$ cat src/rtl/mc_ctrl_seq_pkg.sv
// -----------------------------------------------------------------------------
// mc_ctrl_seq_pkg
// Shared definitions for the multicycle control sequencer:
//   - FSM state codes (plain 4-bit localparams so legacy tooling can decode them)
//   - instruction class codes produced by the instruction decoder
//   - datapath select encodings (pc_s, rd_s, w_rdata_s) and trap causes
//   - ctrl_out_t: bundle of every Moore-decoded strobe/select
//   - cls_defined(): true for the instruction classes the sequencer executes
// -----------------------------------------------------------------------------
package mc_ctrl_seq_pkg;

   // FSM state codes
   localparam logic [3:0] ST_FETCH     = 4'd0;
   localparam logic [3:0] ST_DECODE    = 4'd1;
   localparam logic [3:0] ST_EXEC_DP   = 4'd2;
   localparam logic [3:0] ST_WB_ALU    = 4'd3;
   localparam logic [3:0] ST_EXEC_ADDR = 4'd4;
   localparam logic [3:0] ST_MEM_RD    = 4'd5;
   localparam logic [3:0] ST_MEM_WR    = 4'd6;
   localparam logic [3:0] ST_WB_LOAD   = 4'd7;
   localparam logic [3:0] ST_WB_BASE   = 4'd8;
   localparam logic [3:0] ST_BRANCH    = 4'd9;
   localparam logic [3:0] ST_TRAP      = 4'd10;
   localparam logic [3:0] ST_HALT      = 4'd11;

   // Instruction class codes from the decoder
   localparam logic [2:0] CLS_DP  = 3'd0;
   localparam logic [2:0] CLS_CMP = 3'd1;
   localparam logic [2:0] CLS_LDR = 3'd2;
   localparam logic [2:0] CLS_STR = 3'd3;
   localparam logic [2:0] CLS_B   = 3'd4;
   localparam logic [2:0] CLS_BL  = 3'd5;
   localparam logic [2:0] CLS_UND = 3'd7;

   // PC source select
   localparam logic [1:0] PC_SEL_PC4  = 2'b00;
   localparam logic [1:0] PC_SEL_ALU  = 2'b01;
   localparam logic [1:0] PC_SEL_TRAP = 2'b10;

   // Register-file destination select
   localparam logic [1:0] RD_SEL_RD  = 2'b00;
   localparam logic [1:0] RD_SEL_LR  = 2'b01;
   localparam logic [1:0] RD_SEL_RN  = 2'b10;

   // Register-file write data select
   localparam logic [1:0] WD_SEL_C   = 2'b00;
   localparam logic [1:0] WD_SEL_MEM = 2'b01;
   localparam logic [1:0] WD_SEL_PC  = 2'b10;

   // Trap causes
   localparam logic [1:0] CAUSE_NONE    = 2'b00;
   localparam logic [1:0] CAUSE_TIMEOUT = 2'b01;
   localparam logic [1:0] CAUSE_UNDEF   = 2'b10;

   typedef struct packed {
      logic       mem_req;
      logic       mem_we;
      logic       mem_addr_s;
      logic       write_ir;
      logic       write_pc;
      logic [1:0] pc_s;
      logic       write_reg;
      logic [1:0] rd_s;
      logic [1:0] w_rdata_s;
      logic       la;
      logic       lb;
      logic       lc;
      logic       lf;
      logic       ld;
      logic       halted;
   } ctrl_out_t;

   // Code 6 is unassigned and is treated like UND.
   function automatic logic cls_defined(input logic [2:0] cls);
      logic ok;
      case (cls)
         CLS_DP, CLS_CMP, CLS_LDR, CLS_STR, CLS_B, CLS_BL: ok = 1'b1;
         default:                                          ok = 1'b0;
      endcase
      return ok;
   endfunction

endpackage

$ cat src/rtl/mc_ctrl_seq_if.sv
// -----------------------------------------------------------------------------
// mc_ctrl_seq_if
// Memory request/response handshake between the sequencer and memory.
//   mem_req    : request valid, held until mem_ready is seen
//   mem_we     : request is a write
//   mem_addr_s : address select, 0 = PC, 1 = C register
//   mem_ready  : memory completes the current request this cycle
// master = sequencer side, slave = memory side.
// -----------------------------------------------------------------------------
interface mc_ctrl_seq_if;
   logic mem_req;
   logic mem_we;
   logic mem_addr_s;
   logic mem_ready;

   modport master (
      output mem_req,
      output mem_we,
      output mem_addr_s,
      input  mem_ready
   );

   modport slave (
      input  mem_req,
      input  mem_we,
      input  mem_addr_s,
      output mem_ready
   );
endinterface

$ cat src/rtl/mc_ctrl_seq_mem_wait_timer.sv
// -----------------------------------------------------------------------------
// mem_wait_timer
// Counts stalled memory-wait cycles and flags the cycle in which the count
// reaches MEM_TIMEOUT. MEM_TIMEOUT = 0 disables the timer (done never fires).
//   clk  : clock
//   rst  : synchronous active-high reset
//   clr  : clear the count (state change)
//   inc  : a stalled wait cycle (request pending, no ready)
//   done : combinational, this stalled cycle is the MEM_TIMEOUT-th one
// -----------------------------------------------------------------------------
module mem_wait_timer #(
   parameter int unsigned MEM_TIMEOUT = 16
) (
   input  logic clk,
   input  logic rst,
   input  logic clr,
   input  logic inc,
   output logic done
);

   generate
      if (MEM_TIMEOUT == 0) begin : g_off
         assign done = 1'b0;
      end else begin : g_on
         localparam int unsigned CW = (MEM_TIMEOUT > 1) ? $clog2(MEM_TIMEOUT) : 1;
         localparam logic [CW-1:0] LIMIT = CW'(MEM_TIMEOUT - 1);
         localparam logic [CW-1:0] ONE   = CW'(1'b1);

         logic [CW-1:0] cnt_r;

         // The count never passes LIMIT: done forces the FSM out of the wait state
         assign done = inc && (cnt_r == LIMIT);

         // Wait-cycle counter
         always_ff @(posedge clk) begin
            if (rst) begin
               cnt_r <= {CW{1'b0}};
            end else if (clr) begin
               cnt_r <= {CW{1'b0}};
            end else if (inc) begin
               cnt_r <= cnt_r + ONE;
            end else begin
               cnt_r <= cnt_r;
            end
         end
      end
   endgenerate

endmodule

$ cat src/rtl/mc_ctrl_seq.sv
// -----------------------------------------------------------------------------
// mc_ctrl_seq
// Multicycle control sequencer. Walks each instruction through
// FETCH/DECODE/EXEC/MEM/WB states, driving datapath strobes and selects,
// with a timed memory handshake, a trap path and a retired-instruction counter.
// Ports:
//   clk, rst          : clock, synchronous active-high reset
//   ins_class         : decoded instruction class
//   cond_pass         : condition check passed (used in DECODE)
//   S, wb_base        : set-flags bit, load/store base writeback
//   mem               : memory handshake (mc_ctrl_seq_if.master)
//   write_ir/write_pc/pc_s, write_reg/rd_s/w_rdata_s, LA/LB/LC/LF/LD : datapath
//   trap, trap_cause  : sticky trap flag and last cause
//   halted            : in HALT
//   retired_cnt       : completed instruction count (wraps)
// -----------------------------------------------------------------------------
module mc_ctrl_seq
   import mc_ctrl_seq_pkg::*;
#(
   parameter int unsigned MEM_TIMEOUT = 16,
   parameter bit          TRAP_RESUME = 1'b1,
   parameter int unsigned CNT_W       = 32
) (
   input  logic             clk,
   input  logic             rst,
   input  logic [2:0]       ins_class,
   input  logic             cond_pass,
   input  logic             S,
   input  logic             wb_base,
   mc_ctrl_seq_if.master    mem,
   output logic             write_ir,
   output logic             write_pc,
   output logic [1:0]       pc_s,
   output logic             write_reg,
   output logic [1:0]       rd_s,
   output logic [1:0]       w_rdata_s,
   output logic             LA,
   output logic             LB,
   output logic             LC,
   output logic             LF,
   output logic             LD,
   output logic             trap,
   output logic [1:0]       trap_cause,
   output logic             halted,
   output logic [CNT_W-1:0] retired_cnt
);

   logic [3:0]       state_r;
   logic [3:0]       state_nxt_s;
   logic             retire_s;
   logic             trap_go_s;
   logic [1:0]       trap_cause_nxt_s;
   logic             trap_r;
   logic [1:0]       trap_cause_r;
   logic [CNT_W-1:0] retired_cnt_r;
   logic             timer_clr_s;
   logic             timer_inc_s;
   logic             timeout_s;
   ctrl_out_t        out_s;

   // Clearing on every state change means each wait state starts from zero.
   assign timer_clr_s = (state_nxt_s != state_r);
   assign timer_inc_s = out_s.mem_req & ~mem.mem_ready;

   mem_wait_timer #(
      .MEM_TIMEOUT (MEM_TIMEOUT)
   ) u_timer (
      .clk  (clk),
      .rst  (rst),
      .clr  (timer_clr_s),
      .inc  (timer_inc_s),
      .done (timeout_s)
   );

   // Next-state, retire and trap-entry decode
   always_comb begin
      state_nxt_s      = state_r;
      retire_s         = 1'b0;
      trap_go_s        = 1'b0;
      trap_cause_nxt_s = CAUSE_NONE;
      case (state_r)
         ST_FETCH: begin
            if (mem.mem_ready) begin
               state_nxt_s = ST_DECODE;
            end else if (timeout_s) begin
               state_nxt_s      = ST_TRAP;
               trap_go_s        = 1'b1;
               trap_cause_nxt_s = CAUSE_TIMEOUT;
            end else begin
               state_nxt_s = ST_FETCH;
            end
         end
         ST_DECODE: begin
            // Undefined traps even when the condition fails
            if (!cls_defined(ins_class)) begin
               state_nxt_s      = ST_TRAP;
               trap_go_s        = 1'b1;
               trap_cause_nxt_s = CAUSE_UNDEF;
            end else if (!cond_pass) begin
               state_nxt_s = ST_FETCH;
               retire_s    = 1'b1;
            end else begin
               case (ins_class)
                  CLS_DP, CLS_CMP:  state_nxt_s = ST_EXEC_DP;
                  CLS_LDR, CLS_STR: state_nxt_s = ST_EXEC_ADDR;
                  CLS_B, CLS_BL:    state_nxt_s = ST_BRANCH;
                  default: begin
                     state_nxt_s      = ST_TRAP;
                     trap_go_s        = 1'b1;
                     trap_cause_nxt_s = CAUSE_UNDEF;
                  end
               endcase
            end
         end
         ST_EXEC_DP: begin
            if (ins_class == CLS_CMP) begin
               state_nxt_s = ST_FETCH;
               retire_s    = 1'b1;
            end else begin
               state_nxt_s = ST_WB_ALU;
            end
         end
         ST_WB_ALU: begin
            state_nxt_s = ST_FETCH;
            retire_s    = 1'b1;
         end
         ST_EXEC_ADDR: begin
            if (ins_class == CLS_STR) begin
               state_nxt_s = ST_MEM_WR;
            end else begin
               state_nxt_s = ST_MEM_RD;
            end
         end
         ST_MEM_RD: begin
            if (mem.mem_ready) begin
               state_nxt_s = ST_WB_LOAD;
            end else if (timeout_s) begin
               state_nxt_s      = ST_TRAP;
               trap_go_s        = 1'b1;
               trap_cause_nxt_s = CAUSE_TIMEOUT;
            end else begin
               state_nxt_s = ST_MEM_RD;
            end
         end
         ST_MEM_WR: begin
            if (mem.mem_ready) begin
               if (wb_base) begin
                  state_nxt_s = ST_WB_BASE;
               end else begin
                  state_nxt_s = ST_FETCH;
                  retire_s    = 1'b1;
               end
            end else if (timeout_s) begin
               state_nxt_s      = ST_TRAP;
               trap_go_s        = 1'b1;
               trap_cause_nxt_s = CAUSE_TIMEOUT;
            end else begin
               state_nxt_s = ST_MEM_WR;
            end
         end
         ST_WB_LOAD: begin
            if (wb_base) begin
               state_nxt_s = ST_WB_BASE;
            end else begin
               state_nxt_s = ST_FETCH;
               retire_s    = 1'b1;
            end
         end
         ST_WB_BASE: begin
            state_nxt_s = ST_FETCH;
            retire_s    = 1'b1;
         end
         ST_BRANCH: begin
            state_nxt_s = ST_FETCH;
            retire_s    = 1'b1;
         end
         ST_TRAP: begin
            if (TRAP_RESUME) begin
               state_nxt_s = ST_FETCH;
            end else begin
               state_nxt_s = ST_HALT;
            end
         end
         ST_HALT: begin
            state_nxt_s = ST_HALT;
         end
         default: begin
            // Unreachable encodings recover to a clean fetch
            state_nxt_s = ST_FETCH;
         end
      endcase
   end

   // Moore strobe decode; everything is held low while rst is asserted
   always_comb begin
      out_s = '0;
      if (rst) begin
         out_s = '0;
      end else begin
         case (state_r)
            ST_FETCH: begin
               out_s.mem_req    = 1'b1;
               out_s.mem_addr_s = 1'b0;
               if (mem.mem_ready) begin
                  out_s.write_ir = 1'b1;
                  out_s.write_pc = 1'b1;
                  out_s.pc_s     = PC_SEL_PC4;
               end else begin
                  out_s.write_ir = 1'b0;
               end
            end
            ST_DECODE: begin
               out_s.la = 1'b1;
               out_s.lb = 1'b1;
            end
            ST_EXEC_DP: begin
               out_s.lc = 1'b1;
               out_s.lf = S;
            end
            ST_WB_ALU: begin
               out_s.write_reg = 1'b1;
               out_s.rd_s      = RD_SEL_RD;
               out_s.w_rdata_s = WD_SEL_C;
            end
            ST_EXEC_ADDR: begin
               out_s.lc = 1'b1;
            end
            ST_MEM_RD: begin
               out_s.mem_req    = 1'b1;
               out_s.mem_addr_s = 1'b1;
               out_s.ld         = mem.mem_ready;
            end
            ST_MEM_WR: begin
               out_s.mem_req    = 1'b1;
               out_s.mem_we     = 1'b1;
               out_s.mem_addr_s = 1'b1;
            end
            ST_WB_LOAD: begin
               out_s.write_reg = 1'b1;
               out_s.rd_s      = RD_SEL_RD;
               out_s.w_rdata_s = WD_SEL_MEM;
            end
            ST_WB_BASE: begin
               out_s.write_reg = 1'b1;
               out_s.rd_s      = RD_SEL_RN;
               out_s.w_rdata_s = WD_SEL_C;
            end
            ST_BRANCH: begin
               out_s.write_pc = 1'b1;
               out_s.pc_s     = PC_SEL_ALU;
               if (ins_class == CLS_BL) begin
                  out_s.write_reg = 1'b1;
                  out_s.rd_s      = RD_SEL_LR;
                  out_s.w_rdata_s = WD_SEL_PC;
               end else begin
                  out_s.write_reg = 1'b0;
               end
            end
            ST_TRAP: begin
               out_s.write_pc = 1'b1;
               out_s.pc_s     = PC_SEL_TRAP;
            end
            ST_HALT: begin
               out_s.halted = 1'b1;
            end
            default: begin
               out_s = '0;
            end
         endcase
      end
   end

   // State, sticky trap status and retired-instruction counter
   always_ff @(posedge clk) begin
      if (rst) begin
         state_r       <= ST_FETCH;
         trap_r        <= 1'b0;
         trap_cause_r  <= CAUSE_NONE;
         retired_cnt_r <= {CNT_W{1'b0}};
      end else begin
         state_r <= state_nxt_s;
         // Trap status is loaded on entry so it is visible during the TRAP cycle
         if (trap_go_s) begin
            trap_r       <= 1'b1;
            trap_cause_r <= trap_cause_nxt_s;
         end
         if (retire_s) begin
            retired_cnt_r <= retired_cnt_r + CNT_W'(1'b1);
         end
      end
   end

   assign mem.mem_req    = out_s.mem_req;
   assign mem.mem_we     = out_s.mem_we;
   assign mem.mem_addr_s = out_s.mem_addr_s;
   assign write_ir       = out_s.write_ir;
   assign write_pc       = out_s.write_pc;
   assign pc_s           = out_s.pc_s;
   assign write_reg      = out_s.write_reg;
   assign rd_s           = out_s.rd_s;
   assign w_rdata_s      = out_s.w_rdata_s;
   assign LA             = out_s.la;
   assign LB             = out_s.lb;
   assign LC             = out_s.lc;
   assign LF             = out_s.lf;
   assign LD             = out_s.ld;
   assign halted         = out_s.halted;
   assign trap           = trap_r;
   assign trap_cause     = trap_cause_r;
   assign retired_cnt    = retired_cnt_r;

endmodule

$ cat src/flat_wrapper.sv
// flat-port wrapper written by rule: the top's interface ports become plain ports
module mc_ctrl_seq_flat import mc_ctrl_seq_pkg::*;
#(
   parameter int unsigned MEM_TIMEOUT = 16,
   parameter bit          TRAP_RESUME = 1'b1,
   parameter int unsigned CNT_W       = 32
)
  (clk, rst, ins_class, cond_pass, S, wb_base, write_ir, write_pc, pc_s, write_reg, rd_s, w_rdata_s, LA, LB, LC, LF, LD, trap, trap_cause, halted, retired_cnt, mem_mem_req, mem_mem_we, mem_mem_addr_s, mem_mem_ready);
  mc_ctrl_seq_if mem_i ();
  input  logic clk;
  input  logic rst;
  input  logic [2:0] ins_class;
  input  logic cond_pass;
  input  logic S;
  input  logic wb_base;
  output logic write_ir;
  output logic write_pc;
  output logic [1:0] pc_s;
  output logic write_reg;
  output logic [1:0] rd_s;
  output logic [1:0] w_rdata_s;
  output logic LA;
  output logic LB;
  output logic LC;
  output logic LF;
  output logic LD;
  output logic trap;
  output logic [1:0] trap_cause;
  output logic halted;
  output logic [CNT_W-1:0] retired_cnt;
  output wire logic [$bits(mem_i.mem_req)-1:0] mem_mem_req;
  output wire logic [$bits(mem_i.mem_we)-1:0] mem_mem_we;
  output wire logic [$bits(mem_i.mem_addr_s)-1:0] mem_mem_addr_s;
  input wire logic [$bits(mem_i.mem_ready)-1:0] mem_mem_ready;
  assign mem_mem_req = mem_i.mem_req;
  assign mem_mem_we = mem_i.mem_we;
  assign mem_mem_addr_s = mem_i.mem_addr_s;
  assign mem_i.mem_ready = mem_mem_ready;
  mc_ctrl_seq #(.MEM_TIMEOUT(MEM_TIMEOUT), .TRAP_RESUME(TRAP_RESUME), .CNT_W(CNT_W)) u_core (.clk(clk), .rst(rst), .ins_class(ins_class), .cond_pass(cond_pass), .S(S), .wb_base(wb_base), .mem(mem_i), .write_ir(write_ir), .write_pc(write_pc), .pc_s(pc_s), .write_reg(write_reg), .rd_s(rd_s), .w_rdata_s(w_rdata_s), .LA(LA), .LB(LB), .LC(LC), .LF(LF), .LD(LD), .trap(trap), .trap_cause(trap_cause), .halted(halted), .retired_cnt(retired_cnt));
endmodule
$ cat config.mk
export PLATFORM = sky130hd
export DESIGN_NAME = mc_ctrl_seq_flat
export DESIGN_NICKNAME = d
export VERILOG_FILES = /design/src/rtl/mc_ctrl_seq_pkg.sv /design/src/rtl/mc_ctrl_seq_if.sv /design/src/rtl/mc_ctrl_seq_mem_wait_timer.sv /design/src/rtl/mc_ctrl_seq.sv /design/src/flat_wrapper.sv
export SDC_FILE = /design/constraint.sdc
export NUM_CORES = 1
export LEC_CHECK = 0
export ABC_AREA = 0
export BUFFER_PORTS_ARGS = -buffer_cell sky130_fd_sc_hd__buf_2
export CAP_MARGIN = 10
export CORE_MARGIN = 2
export CORE_UTILIZATION = 25
export DETAILED_ROUTE_END_ITERATION = 10
export GPL_TIMING_DRIVEN = 0
export PLACE_DENSITY_LB_ADDON = 0.25
export SLEW_MARGIN = 20
export SYNTH_ARGS = -nofsm -noshare
export SYNTH_HDL_FRONTEND = slang
export SYNTH_SLANG_ARGS = --single-unit
$ cat constraint.sdc
create_clock -name clk -period 2.5 [get_ports clk]
set_clock_uncertainty 0.1 [all_clocks]
set_input_delay 0.25 -clock clk [delete_from_list [all_inputs] [get_ports clk]]
set_output_delay 0.25 -clock clk [all_outputs]
set_load 0.02 [all_outputs]
==> qor.txt, run 1 <==
Combined area of all synthesized cells -> 2680 sq um
Vias after detailed routing -> 2557
Total die area -> 11600 sq um
Number of violations reported at the end of detailed-routing iteration 0 -> 101
Vias in the first global route -> 2396
Clock edge transition at the registers on the reported setup and hold paths -> 80 ps
Cell count after synthesis -> 321
Crit path time final -> 2360 ps
Number of buffers on the longest clock path -> 2
Global-route wire length before repair -> 11.8 mm
Placed instance count -> 517
FF+latch count, synth -> 43
DR WL/cell -> 14.3 um
Overflow left after global routing -> 0
Layout overhead on the synthesized area -> 22.1%
Yosys top cell area share -> 0.321
TritonCTS clock tree -> done
Core area -> 10400 sq um
Pin count of the biggest net entering global routing -> 13
Data arrival time of the critical path -> 2430 ps
Number of I/O pins -> 62
Final antenna diode count -> 0
FFs w/ async S/R, synth -> 0
TritonCTS Buffers -> 5
Combined global-route utilization of all metal layers -> 0.128
Largest vdd supply drop -> 0.213 mV
Aggregate routed wire length -> 7.50 mm
Share of post-route cells with drive strength above 1 -> 0.265
EDFF count, synth -> 0
Cells resized by post-CTS repair -> 0
Via-to-Cell Ratio -> 4.87
Clock root buffer master -> clkbuf_8
Starting density of the core -> 0.258
Initial antenna violation count -> 0
Final setup violation count -> 0
Library cell with the highest instance count after synthesis -> nor2_1
Die W -> 108 um
Clock latency on the worst-skew pair -> 290 ps
IO buf count -> 60
Worst hold-check path type -> in -> reg
Number of hold buffers added after cts -> 0
Worst Max-Slew Pin Slew -> 685 ps
Most used standard cells in the synthesized netlist -> 48 x nor2_1, 43 x dfxtp_1, 24 x xnor2_1, 17 x nand2_1, 14 x nor3_1
Leading area contributor after synthesis -> dfxtp_1
Post-route standard cell area excluding fillers -> 3270 sq um
Largest cells by area after synthesis -> dfxtp_1 32%, xnor2_1 7.8%, nor2_1 6.7%
Number of endpoints with negative hold slack in the final report -> 0
Antenna violation net count after detailed routing -> 0
Net count, final -> 403
Worst-path fanout max -> 10
Main synth FF type -> dfxtp_1
Max-slew headroom at the worst pin -> 0.543
Die H -> 108 um
Routability congestion estimate from global placement -> 0.855
Number of synthesis warnings -> 0
Number of max-cap violations -> 0
Share of the clock period used by the worst path after layout -> 0.944
Required time reported for the critical path endpoint -> 2570 ps
Synth Area per Inst -> 8.35 sq um
Power per unit of standard cell area -> 462 nW/um^2
Category of the most critical setup path -> reg -> reg
Sequential share of the synthesized area -> 0.321
Number of H-tree levels -> 2
DRT Pass-1 Iters -> 4
Post-Syn Nets -> 336
Status -> finished, final reports clean
RSZ-0062 raised after global routing -> yes
Final non-filler cell total -> 525
Number of DRC violations after detailed routing -> 0
Type of element capturing the critical path -> register
Timing-limited maximum frequency -> 424 MHz
Reported leakage power -> 1.29 nW
Slew Viols, Final -> 0
Num Clock Sinks -> 43
Core utilization of the finished layout -> 0.316
Area post-placement -> 3150 sq um
Count of filler cells inserted in the layout -> 1132
Post-CTS Setup Inserts -> 0
Number of library cell types mapped by synthesis -> 56
Worst Hold Slack -> 339 ps
Critical Path Source Type -> register
Post-DP HPWL -> 5.76 mm
Standard-cell row count -> 37
cell type report:
cell class	count	area (sq um)	share of cell area
Buffer	23	120	0.0367
Tap cell	136	170	0.0520
Inverter	10	37.5	0.0115
Clock buffer	8	100	0.0306
Timing Repair Buffer	60	300	0.0918
Sequential cell	43	861	0.263
Multi-Input combinational cell	245	1680	0.514
critical path, cell delays in order (launching register included):
cell and delay, ps:
dfxtp_1 320, buf_2 180, or4b_2 750, a21oi_1 250, nand2b_1 140, o22ai_1 60
mux2i_1 310, nor4_1 120
cell usage in the layout (no fill, tap or decap), types with 2 or more instances in the layout:
cell type | synthesis | layout
nor2b_1 | 3 | 3
nor4_2 | 6 | 5
ha_1 | 6 | 6
clkbuf_2 | 0 | 2
clkbuf_8 | 0 | 7
nand2b_1 | 4 | 4
dfxtp_1 | 43 | 43
nand4b_1 | 3 | 3
buf_4 | 3 | 3
nor3_1 | 14 | 13
nor4_1 | 5 | 5
a21oi_1 | 11 | 11
inv_1 | 10 | 10
a41oi_1 | 2 | 2
nor2_1 | 48 | 48
buf_6 | 2 | 2
a31oi_1 | 6 | 6
and3_1 | 7 | 7
or3_1 | 4 | 4
nor4b_1 | 3 | 3
buf_2 | 4 | 64
and2_1 | 3 | 3
nand3b_1 | 2 | 2
nor3_2 | 8 | 8
buf_1 | 3 | 2
xnor2_1 | 24 | 24
xor2_1 | 8 | 8
and4_1 | 3 | 3
nor4b_2 | 4 | 4
nor3b_1 | 4 | 4
mux2i_1 | 3 | 3
nand2_1 | 17 | 17
nand4_1 | 8 | 8
o21ai_0 | 6 | 6
nand3_1 | 9 | 9
nor4_4 | 1 | 2
o211ai_1 | 2 | 2
clkbuf_1 | 11 | 11
o21a_1 | 2 | 2
flip-flops by register name, indices dropped and copies added (netlist names):
register and count:
u_core.trap 1, u_core.trap_cause 2, u_core.u_timer.g_on.cnt_r 4, u_core.retired_cnt 32
u_core.state_r 4
power by group:
| part | leakage, nW | switching (mW) | internal, mW |
|---|---|---|---|
| registers | 0.347 | 0.0127 | 0.696 |
| logic | 0.889 | 0.211 | 0.107 |
| clock network | 0.0515 | 0.232 | 0.252 |
| total | 1.29 | 0.456 | 1.06 |
worst paths after layout:
path,start,to,slack [ps],cells after the start
worst max-delay path,u_core.state_r[2]$_SDFF_PP0_,u_core.u_timer.g_on.cnt_r[2]$_SDFFE_PP0P_,140,7
worst min-delay path,rst,u_core.retired_cnt[31]$_SDFFE_PP0P_,340,3
worst max register to register,u_core.state_r[2]$_SDFF_PP0_,u_core.u_timer.g_on.cnt_r[2]$_SDFFE_PP0P_,140,7
worst min register to register,u_core.trap$_SDFFE_PP0P_,u_core.trap$_SDFFE_PP0P_,360,2
routing by layer:
layer	GRT usage	vias up	share of wire
met3	0.0278	10	0.048
li1	-	1275	-
met2	0.210	47	0.47
met1	0.171	1225	0.47
met5	0	-	0
met4	0.0293	0	0.012
through the flow:
| stage | power (mW) | worst slack, ps | setup TNS [ps] |
|---|---|---|---|
| 3_5_place_dp | 1.04 | -42.2 | -57.4 |
| 4_1_cts | 1.53 | 27.5 | 0 |
| 3_3_place_gp | 1.04 | -9.93 | -9.93 |
| 2_1_floorplan | 0.949 | 289 | 0 |
| 5_1_grt | 1.59 | -15.9 | -15.9 |
| 6_report | 1.51 | 141 | 0 |
logic make-up (layout without fill, tap and decap cells):
logic type	Yosys count	in the layout	share of synthesized area
adder cells (fa/ha/maj)	6	6	0.0280
AND/OR/NAND/NOR	162	162	0.368
buffers and inverters	33	101	0.0579
flip-flops	43	43	0.321
AO/OA/AOI/OAI	41	41	0.105
multiplexers	4	4	0.0154
XOR/XNOR	32	32	0.105
(Power assumes the default switching activity.)
==> run 2: changes to the inputs <==
- PLACE_DENSITY_LB_ADDON: 0.25 -> default
==> run 2 against run 1 <==
Compared with the run above:
- critical path type is now reg -> out
- clock-buffer cell count decreased by 2
- fmax fell by 0.89%
- non-clock buffer count up 1
==> qor.txt, run 2 (synthesis results as in run 1) <==
Overflow left after global routing -> 0
Die H -> 108 um
Reg2reg setup slack -> 150 ps
Combined global-route utilization of all metal layers -> 0.132
Worst-path fanout max -> 10
Power per unit of standard cell area -> 447 nW/um^2
Share of the clock period used by the worst path after layout -> 0.952
Origin of the critical flop-to-flop path -> u_core.state_r[2]$_SDFF_PP0_
Final antenna diode count -> 0
Data arrival time of the critical path -> 2030 ps
Global-route wire length before repair -> 12.4 mm
Clock root buffer master -> clkbuf_8
Number of endpoints with negative hold slack in the final report -> 0
Worst R2R Path Depth -> 7
Flip-flop count of the largest register, all copies and words added -> 32
Beginning of the critical path -> u_core.state_r[2]$_SDFF_PP0_
Number of max-cap violations -> 0
RSZ-0062 raised after global routing -> no
Worst hold-check path type -> in -> reg
Critical Path Source Type -> register
Layout overhead on the synthesized area -> 22.1%
Initial antenna violation count -> 0
Min setup slack post-route -> 120 ps
DR WL/cell -> 14.4 um
Leading cell type in the layout, fill and taps excluded -> buf_2
Status -> finished, final reports clean
Number of I/O pins -> 62
Number of buffers on the longest clock path -> 2
Timing-limited maximum frequency -> 420 MHz
Most repeated library cell on the critical path -> buf_2
Share of post-route cells with drive strength above 1 -> 0.272
Net count, final -> 404
Crit path time final -> 2380 ps
Antenna violation net count after detailed routing -> 0
Number of hold buffers added after cts -> 0
Num Clock Sinks -> 43
Critical-path cell list -> buf_2, or4b_2, nor2_1, buf_4, buf_2
Number of DRC violations after detailed routing -> 0
Core utilization of the finished layout -> 0.315
End point of the critical path -> LB
Clock edge transition at the registers on the reported setup and hold paths -> 80 ps
TritonCTS Buffers -> 5
Routability congestion estimate from global placement -> 0.895
Reported leakage power -> 1.28 nW
Vias in the first global route -> 2480
Worst Max-Slew Pin Slew -> 661 ps
Post-DP HPWL -> 5.78 mm
Number of violations reported at the end of detailed-routing iteration 0 -> 130
Die W -> 108 um
Required time reported for the critical path endpoint -> 2150 ps
DRT Pass-1 Iters -> 4
Crit path largest cell delay -> 740 ps
Slew Viols, Final -> 0
Worst r2r dst -> u_core.u_timer.g_on.cnt_r[0]$_SDFFE_PP0P_
Total die area -> 11600 sq um
Max-slew headroom at the worst pin -> 0.559
Pin count of the biggest net entering global routing -> 14
Standard-cell row count -> 37
Post-route total power -> 1.46 mW
Largest vdd supply drop -> 0.224 mV
Number of H-tree levels -> 2
Worst slack at placement -> -10.5 ps
Count of filler cells inserted in the layout -> 1123
IO buf count -> 60
Clock latency on the worst-skew pair -> 290 ps
Vias after detailed routing -> 2528
Type of element capturing the critical path -> primary output
Category of the most critical setup path -> reg -> out
TritonCTS clock tree -> done
Cell with the largest stage delay on the worst path -> or4b_2
Starting density of the core -> 0.258
Via-to-Cell Ratio -> 4.81
Core area -> 10400 sq um
Most frequent cells in the layout -> 64 x buf_2, 48 x nor2_1, 42 x dfxtp_1
Worst Hold Slack -> 353 ps
Aggregate routed wire length -> 7.57 mm
Final setup violation count -> 0
run 2: cell count changes in the layout (fill, tap and decap cells not counted):
cell / delta
nand3_1: -1
buf_1: +1
nand3_2: +1
buf_4: +1
clkbuf_8: -2
clkinv_2: +1
clkinvlp_4: +1
dfxtp_1: -1
dfxtp_2: +1
clkbuf_1: -1
run 2: worst min-delay path by stage:
stage | cells after the start | slack [ps] | startpoint | end
floorplan | 2 | 410 | u_core.u_timer.g_on.cnt_r[1]$_SDFFE_PP0P_ | u_core.u_timer.g_on.cnt_r[1]$_SDFFE_PP0P_
global placement | 2 | 350 | u_core.trap$_SDFFE_PP0P_ | u_core.trap$_SDFFE_PP0P_
detailed placement | 2 | 350 | u_core.trap$_SDFFE_PP0P_ | u_core.trap$_SDFFE_PP0P_
CTS | 3 | 360 | rst | u_core.retired_cnt[31]$_SDFFE_PP0P_
global route | 2 | 410 | u_core.trap_cause[1]$_SDFFE_PP0P_ | u_core.trap_cause[1]$_SDFFE_PP0P_
finish | 3 | 350 | rst | u_core.retired_cnt[31]$_SDFFE_PP0P_
run 2: layout make-up:
class / instances / area, sq um / area share
multi-input combinational: 245 / 1690 / 0.516
sequential: 43 / 862 / 0.264
timing repair buffer: 61 / 308 / 0.0941
tap: 136 / 170 / 0.0520
buffer: 23 / 120 / 0.0367
clock buffer: 6 / 72.6 / 0.0222
inverter: 10 / 37.5 / 0.0115
clock inverter: 2 / 12.5 / 0.00383
run 2: where the power goes:
part | internal (mW) | switching [mW]
Combinational | 0.107 | 0.209
Sequential | 0.696 | 0.0122
Clock | 0.196 | 0.242
Total | 0.998 | 0.463
run 2: critical path: cells and delay by family (launching register included):
kind	cells	cell delay, ps
and+or+nand+nor	2	950
buffers and inverters	3	470
DFF	1	320
run 2: per-layer routing:
metal | track usage | share of wire | vias up
met1 | 0.186 | 0.49 | 1164
met4 | 0.0247 | 0.0061 | 0
met3 | 0.0412 | 0.066 | 8
met2 | 0.200 | 0.44 | 77
met5 | 0 | 0 | -
li1 | - | - | 1279
run 2: repair_timing:
action                                  in CTS  in global routing
buffers inserted                             0                  1
gates resized for setup                      0                  9
endpoints found under the setup margin       0                 12
run 2: per-stage QoR:
step / setup TNS, ps / area [sq um] / instances
detailed placement: -15.5 / 3150 / 517
CTS: 0 / 3230 / 525
floorplan: 0 / 2680 / 321
global placement: 0 / 3150 / 517
global route: 0 / 3270 / 526
finish: 0 / 3270 / 526
